--- src/rtl/qpsk_sched_pkg.sv ---
// Shared definitions for the QPSK frame scheduler.
// Holds the scheduler state encoding, the default widths and the minimum
// divider value. There are no ports; every scheduler file imports this package.
package qpsk_sched_pkg;

  localparam int CNT_W   = 16;  // per-second CIC strobe counter width
  localparam int SYM_W   = 10;  // symbol count / index width
  localparam int GUARD_W = 8;   // guard interval width (CIC strobes)
  localparam int DIV_W   = 6;   // CIC strobes per symbol width

  // A programmed divider of 0 behaves as this value.
  localparam int DIV_MIN = 1;

  typedef enum logic [1:0] {
    ST_IDLE   = 2'd0,
    ST_GUARD  = 2'd1,
    ST_ACTIVE = 2'd2
  } sched_state_e;

endpackage

--- src/rtl/qpsk_frame_scheduler_if.sv ---
// Bus interface between the timing front end / configuration source and the
// QPSK frame scheduler.
//   master : drives enable, cic_40_pulse, one_sec_pulse, cfg_*; observes outputs
//   slave  : the scheduler; consumes the inputs, drives sym_strobe, sym_index,
//            frame_active, frame_done, overrun, cic_pulse_counter
// Optional macro QPSK_SCHED_TIMESTAMP_EN adds frame_stamp and overrun_cnt.
interface qpsk_frame_scheduler_if #(
  parameter int CNT_W   = qpsk_sched_pkg::CNT_W,
  parameter int SYM_W   = qpsk_sched_pkg::SYM_W,
  parameter int GUARD_W = qpsk_sched_pkg::GUARD_W,
  parameter int DIV_W   = qpsk_sched_pkg::DIV_W
) ();

  logic               enable;
  logic               cic_40_pulse;
  logic               one_sec_pulse;
  logic [GUARD_W-1:0] cfg_guard;
  logic [DIV_W-1:0]   cfg_div;
  logic [SYM_W-1:0]   cfg_nsym;
  logic               sym_strobe;
  logic [SYM_W-1:0]   sym_index;
  logic               frame_active;
  logic               frame_done;
  logic               overrun;
  logic [CNT_W-1:0]   cic_pulse_counter;
`ifdef QPSK_SCHED_TIMESTAMP_EN
  logic [CNT_W-1:0]   frame_stamp;
  logic [7:0]         overrun_cnt;
`endif

  modport master (
    output enable, cic_40_pulse, one_sec_pulse, cfg_guard, cfg_div, cfg_nsym,
`ifdef QPSK_SCHED_TIMESTAMP_EN
    input  frame_stamp, overrun_cnt,
`endif
    input  sym_strobe, sym_index, frame_active, frame_done, overrun,
           cic_pulse_counter
  );

  modport slave (
    input  enable, cic_40_pulse, one_sec_pulse, cfg_guard, cfg_div, cfg_nsym,
`ifdef QPSK_SCHED_TIMESTAMP_EN
    output frame_stamp, overrun_cnt,
`endif
    output sym_strobe, sym_index, frame_active, frame_done, overrun,
           cic_pulse_counter
  );

endinterface

--- src/rtl/qpsk_epoch_edge.sv ---
// Epoch edge detector and per-second CIC strobe counter.
// Ports:
//   clk, rst     : clock, synchronous active-high reset
//   i_enable     : edges are ignored and the counter is held at 0 while low
//   i_one_sec    : epoch marker (multi-cycle high); only its rising edge matters
//   i_cic        : one-cycle CIC decimator strobe
//   o_edge       : qualified epoch edge (combinational, same cycle as the rise)
//   o_cic_cnt    : CIC strobes since the last edge, saturating at all-ones
module qpsk_epoch_edge #(
  parameter int CNT_W = qpsk_sched_pkg::CNT_W
) (
  input  logic             clk,
  input  logic             rst,
  input  logic             i_enable,
  input  logic             i_one_sec,
  input  logic             i_cic,
  output logic             o_edge,
  output logic [CNT_W-1:0] o_cic_cnt
);

  logic             r_one_sec_d;
  logic [CNT_W-1:0] r_cic_cnt;

  assign o_edge    = i_enable & i_one_sec & ~r_one_sec_d;
  assign o_cic_cnt = r_cic_cnt;

  // Delayed copy of the epoch marker; keeps tracking while disabled so a
  // marker already high when enable returns is not seen as a new epoch.
  always_ff @(posedge clk) begin
    if (rst) begin
      r_one_sec_d <= 1'b0;
    end else begin
      r_one_sec_d <= i_one_sec;
    end
  end

  // Strobe counter: restart on the edge (counting a coincident strobe), else
  // count up and stick at all-ones.
  always_ff @(posedge clk) begin
    if (rst) begin
      r_cic_cnt <= {CNT_W{1'b0}};
    end else if (!i_enable) begin
      r_cic_cnt <= {CNT_W{1'b0}};
    end else if (o_edge) begin
      r_cic_cnt <= CNT_W'(i_cic);
    end else if (i_cic && !(&r_cic_cnt)) begin
      r_cic_cnt <= r_cic_cnt + CNT_W'(1);
    end else begin
      r_cic_cnt <= r_cic_cnt;
    end
  end

endmodule

--- src/rtl/qpsk_frame_scheduler.sv ---
// QPSK frame scheduler: one symbol frame per one-second epoch. After each
// epoch edge it waits cfg_guard CIC strobes, then issues cfg_nsym symbol
// strobes, one every cfg_div CIC strobes (0 behaves as 1).
// Ports:
//   clk, rst : clock, synchronous active-high reset
//   bus      : qpsk_frame_scheduler_if.slave (inputs enable, cic_40_pulse,
//              one_sec_pulse, cfg_guard/div/nsym; outputs sym_strobe,
//              sym_index, frame_active, frame_done, overrun,
//              cic_pulse_counter)
// Optional macro QPSK_SCHED_TIMESTAMP_EN adds frame_stamp (counter value of
// each symbol's qualifying strobe) and overrun_cnt (saturating, rst only).
module qpsk_frame_scheduler #(
  parameter int CNT_W   = qpsk_sched_pkg::CNT_W,
  parameter int SYM_W   = qpsk_sched_pkg::SYM_W,
  parameter int GUARD_W = qpsk_sched_pkg::GUARD_W,
  parameter int DIV_W   = qpsk_sched_pkg::DIV_W
) (
  input  logic clk,
  input  logic rst,
  qpsk_frame_scheduler_if.slave bus
);

  import qpsk_sched_pkg::*;

  localparam logic [1:0] S_IDLE   = ST_IDLE;
  localparam logic [1:0] S_GUARD  = ST_GUARD;
  localparam logic [1:0] S_ACTIVE = ST_ACTIVE;

  logic [1:0]         r_state;
  logic [GUARD_W-1:0] r_guard;
  logic [DIV_W-1:0]   r_div;
  logic [SYM_W-1:0]   r_nsym;
  logic [GUARD_W-1:0] r_gcnt;
  logic [DIV_W-1:0]   r_dcnt;
  logic [SYM_W-1:0]   r_scnt;
  logic               r_sym_strobe;
  logic [SYM_W-1:0]   r_sym_index;
  logic               r_frame_active;
  logic               r_frame_done;
  logic               r_overrun;

  logic               w_edge;
  logic [CNT_W-1:0]   w_cic_cnt;
  logic [DIV_W-1:0]   w_div_eff;
  logic               w_guard_done;
  logic               w_tick;
  logic               w_slot;
  logic               w_last;

  qpsk_epoch_edge #(.CNT_W(CNT_W)) u_epoch_edge (
    .clk       (clk),
    .rst       (rst),
    .i_enable  (bus.enable),
    .i_one_sec (bus.one_sec_pulse),
    .i_cic     (bus.cic_40_pulse),
    .o_edge    (w_edge),
    .o_cic_cnt (w_cic_cnt)
  );

  assign w_div_eff = (bus.cfg_div < DIV_W'(DIV_MIN)) ? DIV_W'(DIV_MIN) : bus.cfg_div;

  // The guard completes in the cycle gcnt reaches the latched guard; a CIC
  // strobe landing in that same cycle already counts toward the first symbol
  // so no strobe after the edge is ever lost.
  assign w_guard_done = (r_state == S_GUARD) && (r_gcnt == r_guard);
  assign w_tick       = bus.cic_40_pulse && ((r_state == S_ACTIVE) || w_guard_done);
  assign w_slot       = w_tick && (r_dcnt == (r_div - DIV_W'(1)));
  assign w_last       = w_slot && (r_scnt == (r_nsym - SYM_W'(1)));

  // Frame sequencer: epoch edges start (or abort and restart) a frame, the
  // guard counter then the divider/symbol counters pace the symbol strobes.
  always_ff @(posedge clk) begin
    if (rst || !bus.enable) begin
      r_state        <= S_IDLE;
      r_guard        <= {GUARD_W{1'b0}};
      r_div          <= {DIV_W{1'b0}};
      r_nsym         <= {SYM_W{1'b0}};
      r_gcnt         <= {GUARD_W{1'b0}};
      r_dcnt         <= {DIV_W{1'b0}};
      r_scnt         <= {SYM_W{1'b0}};
      r_sym_strobe   <= 1'b0;
      r_sym_index    <= {SYM_W{1'b0}};
      r_frame_active <= 1'b0;
      r_frame_done   <= 1'b0;
      r_overrun      <= 1'b0;
    end else begin
      r_sym_strobe <= 1'b0;
      r_frame_done <= 1'b0;
      r_overrun    <= 1'b0;
      if (w_edge) begin
        r_overrun <= (r_state != S_IDLE);
        r_guard   <= bus.cfg_guard;
        r_div     <= w_div_eff;
        r_nsym    <= bus.cfg_nsym;
        r_gcnt    <= {GUARD_W{1'b0}};
        r_dcnt    <= {DIV_W{1'b0}};
        r_scnt    <= {SYM_W{1'b0}};
        if (bus.cfg_nsym == {SYM_W{1'b0}}) begin
          // Empty frame completes immediately without leaving IDLE.
          r_state        <= S_IDLE;
          r_frame_active <= 1'b0;
          r_frame_done   <= 1'b1;
        end else begin
          r_state        <= S_GUARD;
          r_frame_active <= 1'b1;
        end
      end else begin
        case (r_state)
          S_GUARD: begin
            if (w_guard_done) begin
              r_state <= S_ACTIVE;
            end else if (bus.cic_40_pulse) begin
              r_gcnt <= r_gcnt + GUARD_W'(1);
            end else begin
              r_gcnt <= r_gcnt;
            end
          end
          S_IDLE, S_ACTIVE: begin
          end
          default: begin
            r_state        <= S_IDLE;
            r_frame_active <= 1'b0;
          end
        endcase
        if (w_tick) begin
          if (w_slot) begin
            r_sym_strobe <= 1'b1;
            r_sym_index  <= r_scnt;
            r_dcnt       <= {DIV_W{1'b0}};
            r_scnt       <= r_scnt + SYM_W'(1);
            if (w_last) begin
              r_frame_done   <= 1'b1;
              r_frame_active <= 1'b0;
              r_state        <= S_IDLE;
            end else begin
              r_frame_active <= r_frame_active;
            end
          end else begin
            r_dcnt <= r_dcnt + DIV_W'(1);
          end
        end else begin
          r_dcnt <= r_dcnt;
        end
      end
    end
  end

  assign bus.sym_strobe        = r_sym_strobe;
  assign bus.sym_index         = r_sym_index;
  assign bus.frame_active      = r_frame_active;
  assign bus.frame_done        = r_frame_done;
  assign bus.overrun           = r_overrun;
  assign bus.cic_pulse_counter = w_cic_cnt;

`ifdef QPSK_SCHED_TIMESTAMP_EN
  logic [CNT_W-1:0] r_frame_stamp;
  logic [7:0]       r_overrun_cnt;

  // Symbol timestamp: counter value seen in each symbol's qualifying cycle.
  always_ff @(posedge clk) begin
    if (rst || !bus.enable) begin
      r_frame_stamp <= {CNT_W{1'b0}};
    end else if (!w_edge && w_slot) begin
      r_frame_stamp <= w_cic_cnt;
    end else begin
      r_frame_stamp <= r_frame_stamp;
    end
  end

  // Overrun tally survives enable drops; only rst clears it.
  always_ff @(posedge clk) begin
    if (rst) begin
      r_overrun_cnt <= 8'd0;
    end else if (bus.enable && w_edge && (r_state != S_IDLE) && (r_overrun_cnt != 8'hFF)) begin
      r_overrun_cnt <= r_overrun_cnt + 8'd1;
    end else begin
      r_overrun_cnt <= r_overrun_cnt;
    end
  end

  assign bus.frame_stamp = r_frame_stamp;
  assign bus.overrun_cnt = r_overrun_cnt;
`endif

endmodule

--- src/flat_wrapper.sv ---
// flat-port wrapper written by rule: the top's interface ports become plain ports
module qpsk_frame_scheduler_flat import qpsk_sched_pkg::*;
#(
  parameter int CNT_W   = qpsk_sched_pkg::CNT_W,
  parameter int SYM_W   = qpsk_sched_pkg::SYM_W,
  parameter int GUARD_W = qpsk_sched_pkg::GUARD_W,
  parameter int DIV_W   = qpsk_sched_pkg::DIV_W
)
  (clk, rst, bus_enable, bus_cic_40_pulse, bus_one_sec_pulse, bus_cfg_guard, bus_cfg_div, bus_cfg_nsym, bus_sym_strobe, bus_sym_index, bus_frame_active, bus_frame_done, bus_overrun, bus_cic_pulse_counter);
  qpsk_frame_scheduler_if #(.CNT_W(CNT_W), .SYM_W(SYM_W), .GUARD_W(GUARD_W), .DIV_W(DIV_W)) bus_i ();
  input  logic clk;
  input  logic rst;
  input wire logic [$bits(bus_i.enable)-1:0] bus_enable;
  input wire logic [$bits(bus_i.cic_40_pulse)-1:0] bus_cic_40_pulse;
  input wire logic [$bits(bus_i.one_sec_pulse)-1:0] bus_one_sec_pulse;
  input wire logic [$bits(bus_i.cfg_guard)-1:0] bus_cfg_guard;
  input wire logic [$bits(bus_i.cfg_div)-1:0] bus_cfg_div;
  input wire logic [$bits(bus_i.cfg_nsym)-1:0] bus_cfg_nsym;
  output wire logic [$bits(bus_i.sym_strobe)-1:0] bus_sym_strobe;
  output wire logic [$bits(bus_i.sym_index)-1:0] bus_sym_index;
  output wire logic [$bits(bus_i.frame_active)-1:0] bus_frame_active;
  output wire logic [$bits(bus_i.frame_done)-1:0] bus_frame_done;
  output wire logic [$bits(bus_i.overrun)-1:0] bus_overrun;
  output wire logic [$bits(bus_i.cic_pulse_counter)-1:0] bus_cic_pulse_counter;
  assign bus_i.enable = bus_enable;
  assign bus_i.cic_40_pulse = bus_cic_40_pulse;
  assign bus_i.one_sec_pulse = bus_one_sec_pulse;
  assign bus_i.cfg_guard = bus_cfg_guard;
  assign bus_i.cfg_div = bus_cfg_div;
  assign bus_i.cfg_nsym = bus_cfg_nsym;
  assign bus_sym_strobe = bus_i.sym_strobe;
  assign bus_sym_index = bus_i.sym_index;
  assign bus_frame_active = bus_i.frame_active;
  assign bus_frame_done = bus_i.frame_done;
  assign bus_overrun = bus_i.overrun;
  assign bus_cic_pulse_counter = bus_i.cic_pulse_counter;
  qpsk_frame_scheduler #(.CNT_W(CNT_W), .SYM_W(SYM_W), .GUARD_W(GUARD_W), .DIV_W(DIV_W)) u_core (.clk(clk), .rst(rst), .bus(bus_i));
endmodule
--- config.mk ---
export PLATFORM = sky130hd
export DESIGN_NAME = qpsk_frame_scheduler_flat
export DESIGN_NICKNAME = d
export VERILOG_FILES = /design/src/rtl/qpsk_sched_pkg.sv /design/src/rtl/qpsk_frame_scheduler_if.sv /design/src/rtl/qpsk_epoch_edge.sv /design/src/rtl/qpsk_frame_scheduler.sv /design/src/flat_wrapper.sv
export SDC_FILE = /design/constraint.sdc
export NUM_CORES = 1
export LEC_CHECK = 0
export ABC_AREA = 0
export CAP_MARGIN = 30
export CORE_MARGIN = 10
export CORE_UTILIZATION = 50
export DETAILED_ROUTE_END_ITERATION = 10
export PLACE_DENSITY = 0.8
export RECOVER_POWER = 50
export SLEW_MARGIN = 20
export SYNTH_ARGS = -nofsm -noshare
export SYNTH_HDL_FRONTEND = slang
export SYNTH_HIERARCHICAL = 1
export SYNTH_SLANG_ARGS = --single-unit
--- constraint.sdc ---
create_clock -name clk -period 3.45 [get_ports clk]
set_clock_uncertainty 0.1 [all_clocks]
set_input_delay 0.69 -clock clk [delete_from_list [all_inputs] [get_ports clk]]
set_output_delay 0.69 -clock clk [all_outputs]
set_load 0.01 [all_outputs]
[Word-level counts from Yosys, hierarchy flattened]
Index checks and enable logic that the tools add are counted.
Cells by class
  muxes and demuxes: 23
  reductions and logical operators: 24
  order comparisons: 1
  bitwise operators: 7
  $add $sub $neg: 6
  equality and inequality tests: 6
Operators by type and width (number)
  $add A16 B1 Y16 const B: 1
  $reduce_and A16 Y1: 1
  $mux W1: 15
  $mux W6: 2
  $add A10 B1 Y10 const B: 1
  $eq A10 B10 Y1: 1
  $logic_not A10 Y1: 1
  $mux W2: 5
  $sub A10 B1 Y10 const B: 1
  $reduce_or A3 Y1: 3
  $add A8 B1 Y8 const B: 1
  $eq A8 B8 Y1: 1
  $reduce_or A2 Y1: 4
  $add A6 B1 Y6 const B: 1
  $eq A6 B6 Y1: 1
  $lt A6 B1 Y1 const B: 1
  $reduce_and A3 Y1: 2
  $sub A6 B1 Y6 const B: 1
  $logic_and A1 B1 Y1: 5
  $not A1 Y1: 5
  $ne A4 B4 Y1 const B: 1
  $pmux W2 S2: 1
  $reduce_bool A2 Y1: 2
  $and A1 B1 Y1: 2
  6 further kinds: 8
Storage, ports and cells
  register bits after elaboration: 81
  input bits: 29
  output and inout port bits: 30

[Longest topological paths before layout]
Gate-level depths: netlist (run 1).
  depth after elaboration: 10
  mapped depth: 9
  gate-level depth less buffers: 8

[Hierarchy]
The synthesis (run 1) kept the hierarchy.
By module, submodules not included
  qpsk_frame_scheduler: seq. area each 1281.2 µm², cells an instance 351, area each 3230.6 µm², times used 1
  qpsk_epoch_edge: seq. area each 340.3 µm², cells an instance 103, area each 884.6 µm², times used 1

[Least setup slack after synthesis (run 1)]
OpenSTA, ideal clock, no wires.
  path type: in2reg
  start: in bus_one_sec_pulse
  end: reg u_core.r_div[1]
  stages on the path: 7
  arrival time: 2228 ps
  path slack: 994 ps
  required time: 3222 ps
  cell sequence: nor2b_1 nand2_1 inv_1 buf_1 clkbuf_1 mux2i_1 nor2_1
On the way
  cells in the longest elaborated chain, start to end: 2
RTL lines
  from (decl): line flat_wrapper.sv:15  | input wire logic [$bits(bus_i.one_sec_pulse)-1:0] bus_one_sec_pulse;
  $and A1 B1 Y1 (2 in a row): line qpsk_epoch_edge.sv:24  | assign o_edge = i_enable & i_one_sec & ~r_one_sec_d;
  named net u_core.w_edge: line qpsk_frame_scheduler.sv:42  | logic w_edge;
  to (signal assigned): line qpsk_frame_scheduler.sv:76  | r_div <= {DIV_W{1'b0}};
  to (signal assigned): line qpsk_frame_scheduler.sv:93  | r_div <= w_div_eff;
  to (decl): line qpsk_frame_scheduler.sv:31  | logic [DIV_W-1:0] r_div;
The timed path passes the listed nets, and every way through them passes these cells.
A chain may end at the register's enable or synchronous reset.

[Worst setup path after layout (run 1)]
  start: in bus_one_sec_pulse
  end: reg u_core.r_frame_active, in the netlist u_core/bus.frame_active
On the way
  cells in the longest elaborated chain, start to end: 3
  elaborated cells on any way between the ends: 4
  classes of those cells: 1 x eq/ne; 1 x mux; 2 x bitwise
RTL lines
  $and A1 B1 Y1 * (2 in a row): line qpsk_epoch_edge.sv:24
  named net u_core.w_edge: line qpsk_frame_scheduler.sv:42
  $ne A4 B4 Y1 (no line) or $mux W1 (tied branches)
  to (signal assigned): line qpsk_frame_scheduler.sv:136  | r_frame_active <= r_frame_active;
  to (decl): line qpsk_frame_scheduler.sv:38  | logic r_frame_active;
Mark *: on every way through the listed nets, which the timed path passes. The rest lies on a longest branch.

==> flow_metrics.tcl, run 1 <==
set metrics [dict create \
    run_status "finished clean" \
    initial_core_util_pct 50.9 \
    fp.dieH_um 111 \
    worst-setup-path-type "in2reg" \
    timing.critical_path.mode_cell "nand2_1" \
    grt_setup_unrepaired "false" \
    route.met3.wl_um 385 \
    place_ws_ps 455 \
    grt_max_degree 28 \
    timing.hold.ws_ps 401 \
    critPathRequiredTime_ps 3610 \
    ys_types 64 \
    tritoncts "yes" \
    clk_path_buf_depth 2 \
    critPathTopFamily "buffers and inverters" \
    initialDrtViolationCount 228 \
    area_delta_synth_final_pct 21.5 \
    period_utilisation_layout_pct 82.4 \
    max_h_tree_level 3 \
    met2RoutedLength_um 5060 \
    finish.net_count 548 \
    wirelength_um 10100 \
    number_of_buffers_inserted_during_clock_tree_synthesis 9 \
    cp_slowest_stage_delay_ps 610 \
    cp.arrival_ps 3000 \
    synth-main-ff-cell "dfxtp_1" \
    synth_top_area_share_pct 39.4 \
    synth_instances 454 \
    final_layout_size_suffix_gt1_share_pct 7.35 \
    synthesis.area_um2 4120 \
    synth_warnings 6 \
    wl_met1_um 4480 \
    drt_pre_antenna_iters 5 \
    timing_hold_violations_final 0 \
    final_cell_area_um2 5000 \
    antenna_diode_count 0 \
    dr_total_vias 3655 \
    global_route_total_overflow 0 \
    first_global_vias 3557 \
    worst_slew_margin_rel_pct 24.9 \
    leakagePower_nw 1.93 \
    routed.top_layer "met4" \
    dp_hpwl_um 7600 \
    num_rows 33 \
    critPathBufInv 3 \
    grt_antenna_before_repair 0 \
    cts.root.buffer_cell "clkbuf_8" \
    clk-insertion-delay-late_ps 340 \
    num_io_pins 59 \
    worst_ir_drop_vdd_uv 247 \
    sequential_area_share_after_synthesis_pct 39.4 \
    netlist_top_cells_area "dfxtp_1, mux2i_1, nor2_1" \
    per_instance_average_area_after_synthesis_um2 9.06 \
    io_buffer_count 58 \
    syn_nets 489 \
    crit_fanout 11 \
    cts_setup_buffers 0 \
    timing.hold.worst.class "reg2reg" \
    ys_seq_elements 81 \
    place_congestion 0.849 \
    post_cts_resize_count 0 \
    path_cells "dlygate4sd3_1 -> nor2b_1 -> nand2_1 -> inv_1 -> clkbuf_1 -> nand2_1 -> a21boi_0 -> a211oi_1" \
    setup-violations-final 0 \
    post_detailed_route_count_of_antenna_violating_nets 0 \
    cts.clk_slew.worst_paths_ps 80 \
    placeable_area_um2 8090 \
    critical_path.slowest_cell "clkbuf_1" \
    detail_route.wl_per_cell_um 16.2 \
    cts.sinks 81 \
    cts_hold_buffers 0 \
    max_freq_mhz 352 \
    final_max_slew_viol_count 0 \
    post_synth_most_frequent_cells "dfxtp_1, nor2_1, mux2i_1, nand2_1, xnor2_1" \
    post-route-min-period_ps 2840 \
    die-width_um 111 \
    synthMostInstantiatedCell "dfxtp_1" \
    final.setup.worst_slack_ps 609 \
    power.density_nw_per_um2 382 \
    yosysTopAreaCell "dfxtp_1" \
    grt_usage_pct 16.2 \
    max-cap-violations 0 \
    drc 0 \
    avgViaCountPerCell 5.88 \
    synth_enable_flop_cells 0 \
    finalSetupTns_ps 0 \
    placed_cell_area_um2 4800 \
    power.total_mw 1.91 \
    critical_path.startpoint_type "input pin" \
    crit_path_end_kind "register" \
    floorplan.die_area_um2 12300 \
    worst-slew-pin-transition_ps 1110 \
    grt_first_pass_wirelength_um 17100 \
    asyncSetResetFlopFracSynth_pct 0 \
]
## final cells by class
| cell class | instances | area (um2) |
|---|---|---|
| Clock buffer | 9 | 124 |
| Multi-Input combinational cell | 346 | 2350 |
| Inverter | 10 | 37.5 |
| Sequential cell | 81 | 1620 |
| Clock inverter | 6 | 108 |
| Timing Repair Buffer | 65 | 626 |
| Tap cell | 105 | 131 |
| Fill cell | 734 | 3090 |
## metrics by stage
stage          util (%)  cells
2_1_floorplan         -    454
3_3_place_gp       59.3    607
3_5_place_dp       59.3    607
4_1_cts            62.2    622
5_1_grt            61.8    622
6_report           61.8    622
## cells by family (layout without fill, tap and decap cells)
family	count (synthesis)	after routing	share of synthesized area, %
simple gates	196	196	25.6
flops	81	81	39.4
compound gates	69	69	13.2
xor+xnor	39	39	8.30
mux	36	36	8.76
buf+inv	27	90	2.86
fa+ha+maj	6	6	1.82
## state kept, by name, indices dropped and copies added (netlist names)
register	flops
u_core/r_scnt	10
u_core/u_epoch_edge/r_one_sec_d	1
u_core/bus.overrun	1
u_core/bus.sym_strobe	1
u_core/bus.sym_index	10
u_core/bus.frame_done	1
u_core/r_nsym	10
u_core/r_dcnt	6
u_core/u_epoch_edge/o_cic_cnt	16
u_core/bus.frame_active	1
u_core/r_guard	8
u_core/r_div	6
u_core/r_gcnt	8
u_core/r_state	2
## path summary, 6_finish.rpt
| kind | startpoint | to | slack, ps | cells past startpoint |
|---|---|---|---|---|
| max | bus_one_sec_pulse | u_core/bus.frame_active | 610 | 8 |
| min | u_core/bus.sym_index[8] | u_core/bus.sym_index[8] | 400 | 2 |
| max reg2reg | u_core/r_nsym[3] | u_core/r_state[1] | 870 | 6 |
| min reg2reg | u_core/bus.sym_index[8] | u_core/bus.sym_index[8] | 400 | 2 |
## layout by cell type, fill, tap and decap left out, types with 4 or more instances in the layout
cell type / Yosys / final
a21oi_1: 14 / 14
nand3_1: 13 / 13
mux2i_1: 36 / 36
dfxtp_1: 81 / 81
clkdlybuf4s50_1: 0 / 27
nor3_1: 7 / 7
nand2b_1: 7 / 7
or4_1: 6 / 6
inv_1: 10 / 10
nor4_1: 9 / 9
xnor2_1: 21 / 21
dlygate4sd3_1: 0 / 31
o21ai_0: 7 / 7
xor2_1: 18 / 18
o31a_1: 4 / 4
nor2_1: 65 / 65
and4_1: 4 / 4
buf_4: 2 / 5
or3_1: 5 / 5
nand4_1: 20 / 21
clkbuf_8: 0 / 9
nand2_1: 29 / 29
o31ai_1: 6 / 6
and3_1: 13 / 13
ha_1: 6 / 6
## worst min-delay path, stage by stage, from the launching register on
cell and delay, ps:
dfxtp_1 330, mux2i_1 70, nor2_1 70
## per-layer routing
layer | vias up | GRT usage (%)
li1 | 1784 | -
met1 | 1775 | 19.8
met2 | 83 | 27.2
met3 | 13 | 3.79
met4 | 0 | 5.38
met5 | - | 0
## power by group
part           internal, mW  total [mW]  switching (mW)
Combinational        0.0726       0.145          0.0729
Clock                 0.474       0.812           0.338
Sequential            0.942       0.951         0.00935
Total                  1.49        1.91           0.420
Note: power is estimated with default switching activity, not from simulation.
==> run 2, diff against run 1 <==
- clock period: 3.45 -> 2.7 ns (I/O delays scaled with it)
==> run 2 against run 1 <==
  * Sequential power up 27%
  * Sequential share of layout area down 0.34 points
  * Combinational power up 32%
  * First-iteration DRC count down 21%
  * Design area up 1.1%
  * Register-to-register slack worse by 650 ps
  * Sequential cell count unchanged
  * Non-clock buffer count up 12
  * Wire length about the same
==> flow_metrics.tcl, run 2 (same netlist as run 1, synthesis figures left out) <==
set metrics [dict create \
    period_utilisation_layout_pct 91.8 \
    clk-insertion-delay-late_ps 350 \
    crit_path_end_kind "register" \
    grt_max_degree 16 \
    finalSetupTns_ps 0 \
    final_max_slew_viol_count 0 \
    dr_total_vias 3638 \
    cp.arrival_ps 2660 \
    floorplan.die_area_um2 12300 \
    cts.sinks 81 \
    worst-setup-path-type "reg2reg" \
    dp_hpwl_um 7610 \
    power.density_nw_per_um2 452 \
    critPathRequiredTime_ps 2880 \
    initialDrtViolationCount 180 \
    worst-slew-pin-transition_ps 615 \
    avgViaCountPerCell 5.74 \
    leakagePower_nw 1.96 \
    max_freq_mhz 403 \
    clk_path_buf_depth 2 \
    grt_usage_pct 16.0 \
    num_rows 33 \
    post-route-min-period_ps 2480 \
    post_detailed_route_count_of_antenna_violating_nets 0 \
    area_delta_synth_final_pct 22.8 \
    io_buffer_count 58 \
    timing.hold.worst.class "reg2reg" \
    num_io_pins 59 \
    antenna_diode_count 0 \
    placed_cell_area_um2 4890 \
    crit_fanout 10 \
    worst_slew_margin_rel_pct 58.5 \
    worst_ir_drop_vdd_uv 237 \
    drc 0 \
    global_route_total_overflow 0 \
    final_cell_area_um2 5050 \
    die-width_um 111 \
    placeable_area_um2 8090 \
    first_global_vias 3591 \
    timing_hold_violations_final 0 \
    final_layout_size_suffix_gt1_share_pct 9.26 \
    finish.net_count 560 \
    post_cts_resize_count 0 \
    layout.cells.most_common "dfxtp_1" \
    wirelength_um 10100 \
    cts.root.buffer_cell "clkbuf_8" \
    tritoncts "yes" \
    run_status "finished clean" \
    setup-violations-final 0 \
    cts_hold_buffers 0 \
    place_congestion 0.878 \
    final.setup.worst_slack_ps 221 \
    cts_setup_buffers 0 \
    cts.clk_slew.worst_paths_ps 80 \
    detail_route.wl_per_cell_um 15.9 \
    grt_antenna_before_repair 0 \
    initial_core_util_pct 50.9 \
    place_ws_ps 123 \
    number_of_buffers_inserted_during_clock_tree_synthesis 9 \
    fp.dieH_um 111 \
    drt_pre_antenna_iters 4 \
    grt_first_pass_wirelength_um 17000 \
    max_h_tree_level 3 \
    max-cap-violations 0 \
    grt_setup_unrepaired "false" \
    critical_path.startpoint_type "register" \
    largest_reg_flops 16 \
    layout_common_cells "dfxtp_1, nor2_1, mux2i_1, dlygate4sd3_1, nand2_1" \
]
## run 2: cell count changes in the layout (fill, tap and decap cells not counted), sizes merged
cell / delta
buf: +10
clkbuf: +3
bufinv: -2
dlygate4sd3: -1
clkdlybuf4s50: +1
clkinv: +1
## run 2: critical path: stages, from the launching register on
cell	delay, ps
dfxtp_1	420
inv_1	70
ha_1	230
nand2b_1	170
o211a_1	170
o31ai_4	280
nand3_2	250
or4_1	560
a21oi_1	160
## run 2: report_power, final
group	switching (mW)	total, mW	internal (mW)
Combinational	0.0947	0.192	0.0969
Clock	0.433	0.878	0.445
Sequential	0.0110	1.21	1.20
Total	0.538	2.28	1.75
## run 2: cell type report
class | instances | area (um2)
repair buffers | 77 | 708
well taps | 105 | 131
clock buffers | 10 | 138
inverters | 10 | 37.5
flip-flops and latches | 81 | 1620
multi-input cells | 346 | 2360
fillers | 701 | 3040
clock inverters | 5 | 56.3
## run 2: path summary, 6_finish.rpt
kind                             endpoint  cells past startpoint  slack [ps]                    start
setup / recovery         u_core/r_scnt[6]                      8         220          u_core/r_div[0]
hold / removal    u_core/bus.sym_index[5]                      2         400  u_core/bus.sym_index[5]
setup reg to reg         u_core/r_scnt[6]                      8         220          u_core/r_div[0]
hold reg to reg   u_core/bus.sym_index[5]                      2         400  u_core/bus.sym_index[5]
## run 2: metrics by stage
step | util (%) | cells | total power [mW] | hold WS (ps)
after global placement | 60.4 | 619 | 1.43 | 381
after floorplan | - | 454 | 1.35 | 368
after global routing | 62.4 | 634 | 2.37 | 436
after CTS | 62.8 | 634 | 2.30 | 413
final | 62.4 | 634 | 2.28 | 403
after detailed placement | 60.4 | 619 | 1.44 | 393
## run 2: per-layer routing
layer / routed length, um / GRT usage [%] / vias up / share of wire, %
met5: 0 / 0 / - / 0
met4: 187 / 7.03 / 0 / 1.9
met3: 417 / 3.14 / 19 / 4.1
met2: 5010 / 27.2 / 90 / 50
met1: 4470 / 18.9 / 1725 / 44
li1: - / - / 1804 / -
